`config.mk`:
```
export PLATFORM = sky130hd
export DESIGN_NAME = alu16_driver
export DESIGN_NICKNAME = d
export VERILOG_FILES = /design/src/rtl/alu16_driver.sv
export SDC_FILE = /design/constraint.sdc
export NUM_CORES = 1
export LEC_CHECK = 0
export ABC_AREA = 1
export CELL_PAD_IN_SITES_DETAIL_PLACEMENT = 0
export CELL_PAD_IN_SITES_GLOBAL_PLACEMENT = 1
export CORE_UTILIZATION = 28
export CTS_CLUSTER_SIZE = 40
export DETAILED_ROUTE_END_ITERATION = 10
export GPL_TIMING_DRIVEN = 0
export PLACE_DENSITY = 0.76
export SKIP_CTS_REPAIR_TIMING = 1
export SYNTH_ARGS = -nofsm -noshare
export SYNTH_HDL_FRONTEND = slang
export SYNTH_SLANG_ARGS = --single-unit
```
`constraint.sdc`:
```
create_clock -name clk -period 1.52 [get_ports clk]
set_input_delay 0.228 -clock clk [delete_from_list [all_inputs] [get_ports clk]]
set_output_delay 0.228 -clock clk [all_outputs]
set_load 0.01 [all_outputs]
```
`src/rtl/alu16_driver.sv`:
```
// rtl/alu16_driver.sv - request/response sequencer for the alu16 start/count/out interface
module alu16_driver #(
    parameter int WIDTH      = 16,
    parameter int OPW        = 3,
    parameter int LAST_COUNT = 15,
    parameter int START_CYC  = 2,
    parameter int TIMEOUT    = 32
) (
    input  logic             clk,
    input  logic             rst_n,
    input  logic             req_valid,
    output logic             req_ready,
    input  logic [WIDTH-1:0] req_a,
    input  logic [WIDTH-1:0] req_b,
    input  logic [OPW-1:0]   req_op,
    output logic             rsp_valid,
    input  logic             rsp_ready,
    output logic [WIDTH:0]   rsp_data,
    output logic             rsp_timeout,
    output logic             busy,
    output logic             alu_on,
    output logic [WIDTH-1:0] alu_ina,
    output logic [WIDTH-1:0] alu_inb,
    output logic [OPW-1:0]   alu_op,
    input  logic [WIDTH:0]   alu_out,
    input  logic [3:0]       alu_count
);

    localparam int SW = (START_CYC > 1) ? $clog2(START_CYC) : 1;
    localparam int TW = $clog2(TIMEOUT + 1);

    typedef enum logic [1:0] {
        S_IDLE,
        S_START,
        S_WAIT,
        S_RESP
    } state_t;

    state_t          state;
    state_t          state_nxt;
    logic [SW-1:0]   start_cnt;
    logic [TW-1:0]   timer;
    logic            arm;

    logic            accept;
    logic            start_done;
    logic            done_hit;
    logic            time_hit;
    logic            rsp_take;

    // Outputs decode straight from state so reset drops alu_on with no clock.
    assign req_ready  = (state == S_IDLE);
    assign alu_on     = (state == S_START);
    assign rsp_valid  = (state == S_RESP);
    assign busy       = (state != S_IDLE);

    assign accept     = req_valid && req_ready;
    assign start_done = (start_cnt == SW'(START_CYC - 1));
    // arm is the registered flag, so a LAST_COUNT left over from the previous
    // operation can never complete this one before the counter has moved.
    assign done_hit   = arm && (alu_count == 4'(LAST_COUNT));
    assign time_hit   = (timer == TW'(TIMEOUT - 1));
    assign rsp_take   = rsp_valid && rsp_ready;

    // State register.
    always_ff @(posedge clk or negedge rst_n) begin
        if (!rst_n) begin
            state <= S_IDLE;
        end else begin
            state <= state_nxt;
        end
    end

    // Next-state decode; completion is tested ahead of timeout so it wins a tie.
    always_comb begin
        state_nxt = state;
        case (state)
            S_IDLE:  if (accept)     state_nxt = S_START;
            S_START: if (start_done) state_nxt = S_WAIT;
            S_WAIT:  if (done_hit || time_hit) state_nxt = S_RESP;
            S_RESP:  if (rsp_take)   state_nxt = S_IDLE;
            default:                 state_nxt = S_IDLE;
        endcase
    end

    // Operand latch, start/wait timers, arm flag and result capture.
    always_ff @(posedge clk or negedge rst_n) begin
        if (!rst_n) begin
            alu_ina     <= '0;
            alu_inb     <= '0;
            alu_op      <= '0;
            rsp_data    <= '0;
            rsp_timeout <= 1'b0;
            start_cnt   <= '0;
            timer       <= '0;
            arm         <= 1'b0;
        end else begin
            case (state)
                S_IDLE: begin
                    if (accept) begin
                        alu_ina   <= req_a;
                        alu_inb   <= req_b;
                        alu_op    <= req_op;
                        start_cnt <= '0;
                    end
                end
                S_START: begin
                    start_cnt <= start_cnt + SW'(1);
                end
                S_WAIT: begin
                    timer <= timer + TW'(1);
                    if (alu_count != 4'(LAST_COUNT)) begin
                        arm <= 1'b1;
                    end
                    if (done_hit) begin
                        rsp_data    <= alu_out;
                        rsp_timeout <= 1'b0;
                    end else if (time_hit) begin
                        rsp_data    <= '0;
                        rsp_timeout <= 1'b1;
                    end
                end
                S_RESP: begin
                    if (rsp_take) begin
                        rsp_timeout <= 1'b0;
                        timer       <= '0;
                        arm         <= 1'b0;
                    end
                end
                default: ;
            endcase
        end
    end

endmodule

```
Word level (Yosys, flattened, before mapping)
Index checks and enable logic that the tools add are counted.

word-level totals
  register bits = 63
  input port bits = 60
  output and inout bits = 57
  logic and storage cells = 56

cells by class
  reduce and logical (&&, ||, !) cells = 16
  equality and inequality tests = 12
  muxes and demuxes = 17
  $add $sub $neg = 2

operator list
  operator               count
  $mux W17               2
  $pmux W6 S2            1
  $mux W2                4
  $pmux W2 S4            1
  $reduce_and A2 Y1      4
  $reduce_bool A2 Y1     4
  $add A6 B1 Y6 const B  1
  $eq A6 B5 Y1 const B   1
  $mux W6                1
  $ne A2 B1 Y1 const B   3
  $pmux W1 S2            3
  $reduce_and A3 Y1      2
  $mux W1                5
  $eq A2 B2 Y1 const B   2
  $eq A4 B4 Y1 const B   1
  $ne A2 B2 Y1 const B   2
  $ne A4 B4 Y1 const B   1
  $reduce_and A4 Y1      1
  $logic_and A1 B1 Y1    3
  $ne A3 B3 Y1 const B   1
  $eq A2 B1 Y1 const B   1
  $logic_not A2 Y1       1
  $add A1 B1 Y1 const B  1
  $logic_or A1 B1 Y1     1

Longest topological paths before layout
  word-level depth = 5
  mapped depth = 9
  gate-level depth less buffers = 8

Worst setup path before layout
Ideal clock, no wire load.

  path kind = register -> register
  from = register state[0]
  to = register alu_ina[0]
  path buffers = 1
  data required time = 1.395 ns
  cell stages (with the launch flop) = 6
  path slack = -0.012 ns
  library setup time = 0.125 ns
  arrival = 1.408 ns
  clock period less this slack = 1.532 ns
  path through = dfrtp_1 inv_1 ha_1 nand2_2 clkbuf_8 mux2_2

on the way
  word-level cells in the longest chain between the ends = 3

ends and longest elaborated chain
  element                        line  source
  from (decl)                    39    state_t state;
  from (signal assigned)         70    state <= state_nxt;
  $logic_not A2 Y1 *             52    assign req_ready = (state == S_IDLE);
  via req_ready                  12    output logic req_ready,
  $logic_and A1 B1 Y1            57    assign accept = req_valid && req_ready;
  $reduce_and A2 Y1 (no line) *  --
  to (signal assigned)           101   alu_ina <= req_a;
  to (decl)                      22    output logic [WIDTH-1:0] alu_ina,

Mark *: on every way through the listed nets, which the timed path passes. The rest lies on a longest branch.
A chain may end at the register's enable or synchronous reset.

Worst setup path in the final report
  from = register state[0]
  to = output busy

on the way
  word-level cells in the longest chain between the ends = 1

ends and longest elaborated chain
  element             line  source
  $reduce_bool A2 Y1  55    assign busy = (state != S_IDLE);
  to (decl)           20    output logic busy,

Every way passes these cells.

==> run metrics <==
outcome finished, violations left; violated checks hold timing; dpl cells 485; Num Clock Sinks 63; worst min path class input pin to asynchronous set/reset pin; worst-margin pin slew approximately 0.82 ns; placed inst area 3990 um^2; Pwr Density 1910 nW/um^2; Layout Nets 439; kind of cell adding the most delay to the critical path flip-flops; first-pass GRT wire length 9.89 mm; maxcap violations 0; Cell variety after synth 20; Final period util 0.977; initial core utilization 0.289; Layout area overhead 62.7%; CTS tree done; Antenna Nets Post-Route 0; final-report hold violation count 13; Max Buffers Root-to-Sink 2; Post-synth top flop dfrtp_1; gp weighted congestion 0.785; initial antenna violation count 0; CP required roughly 1.3 ns; biggest area consumer among synthesized cells dfrtp_1; top cells by area, synth dfrtp_1 (59%), mux2_2 (15%), nand2_1 (11%); DRT Pass-1 Iters 4; Clk Latency, worst-skew pair 0.33 ns; Core ar. 9240 um^2; Die Y 99.6 um; total power 8.27 mW; Mean Syn Cell Area 11.1 um^2; ys async rst share 1.00; synthesized net count 306; Worst Setup End Kind output port; largest net degree at the start of global routing 64; Syn Inst Count 240; post-synthesis cell area around 2700 um^2; Worst setup SP type register; worst path bufs/invs 3; Worst slew margin 0.453; Worst path slowest cell dfrtp_2; H-tree depth 3; Overall Global Routing Usage 0.130; layout cells sized above 1 0.238; slowest cell delay on critical path 0.46 ns; # IOs 117; root buf cell clkbuf_8; CP Max Fanout 4; WS Path Type register to output port; final slew viol count 0; initial DRC count between 40 and 50; # setup viols final 0; DRC errors left 0; vias in the first global route ~2100; Leak 2.00 nW; minimum clock period 1.49 ns; final wirelength 6.35 mm; most frequent cell after synthesis nand2_1; Die Wd 99.6 um; total grt overflow 0; CTS buffer count 9; DR vias/cell 4.23; f_max 673 MHz; clk_skew 0.00571 ns; average wire per cell in the routed design 12.5 um; Yosys reg bits 63; Synth top cells by count nand2_1 (79), dfrtp_1 (63), mux2_2 (35); Rows 35; Crit path arrival time 1.26 ns; post-route cell area about 4300 um^2; number of synthesized flops with an enable pin 0; Syn. warnings 0; die area 9920 um^2; HPWL Detailed between 4 and 5 mm; Worst VDD drop between 0.7 and 0.8 mV; total number of vias 2147; n_diodes 0; crit path cell chain inv_4, ha_4, inv_1, clkbuf_2; Hold WS -0.0324 ns; post-synth top area share 0.591; Final Instance Count excl. Fillers 507; Reg clk slew, reported paths 0.07 ns; IO Port Bufs 116; register area share after synthesis 0.591; RSZ-0062 raised after global routing true
-- final cells by class --
class / count / area, um^2
multi-input cells: 159 / 1050
plain buffers: 6 / 71.3
repair buffers: 122 / 1200
fillers: 876 / 4900
clock buffers: 10 / 138
well taps: 129 / 161
inverters: 12 / 47.5
flip-flops and latches: 63 / 1580
clock inverters: 6 / 83.8
-- cells by family after synthesis --
family,after synthesis,synth area share
flops,63,0.591
compound gates,10,0.0188
fa+ha+maj,6,0.0281
simple gates,108,0.173
buf+inv,18,0.0417
mux,35,0.148
-- final timing paths --
check	depth (start not counted)	to	from	slack (ns)
setup reg to reg	8	timer[2]	state[0]	0.08
hold reg to reg	2	rsp_data[12]	rsp_data[12]	0.47
setup / recovery	4	busy	state[0]	0.03
max in group asynchronous	1	state[1]	rst_n	0.94
hold / removal	1	alu_inb[14]	rst_n	-0.03
min in group clk	3	rsp_data[15]	alu_out[15]	0.43
-- where the power goes --
part           internal [mW]  switching (mW)
registers               2.44           0.442
logic                   2.21            1.57
clock network          0.962           0.659
-- layer usage --
layer / GRT usage / vias up / part of all wire
li1: - / 1045 / -
met5: 0 / - / 0
met4: 0.0611 / 0 / 0.017
met2: 0.200 / 66 / 0.48
met3: 0.0429 / 11 / 0.063
met1: 0.164 / 1025 / 0.44
-- placed cells by master, fill, tap and decap left out, drive strengths merged --
cell type / instances
clkdlybuf4s50: 106
nand2: 86
dfrtp: 63
mux2: 35
clkbuf: 13
buf: 13
inv: 12
nor2: 11
dlymetal6s2s: 6
nand3: 6
ha: 6
a21oi: 5
o21ai: 5
clkinv: 4
nand4: 2
bufinv: 2
nor3: 1
or2: 1
nand3b: 1
-- metrics by stage --
| step | setup TNS, ns | utilization | worst slack [ns] |
|---|---|---|---|
| global route | -0.0403 | 0.470 | -0.0334 |
| global placement | -127.67 | 0.432 | -1.98 |
| detailed placement | -3.36 | 0.432 | -0.124 |
| finish | 0 | 0.470 | 0.0344 |
| floorplan | 0 | - | 0.0361 |
| CTS | -3.74 | 0.456 | -0.481 |
-- sequential cells by signal, indices dropped and copies added (netlist names) --
name         flops
rsp_data        17
alu_ina         16
alu_inb         16
timer            6
alu_op           3
state            2
arm              1
rsp_timeout      1
start_cnt        1
Note: power is estimated with default switching activity, not from simulation.
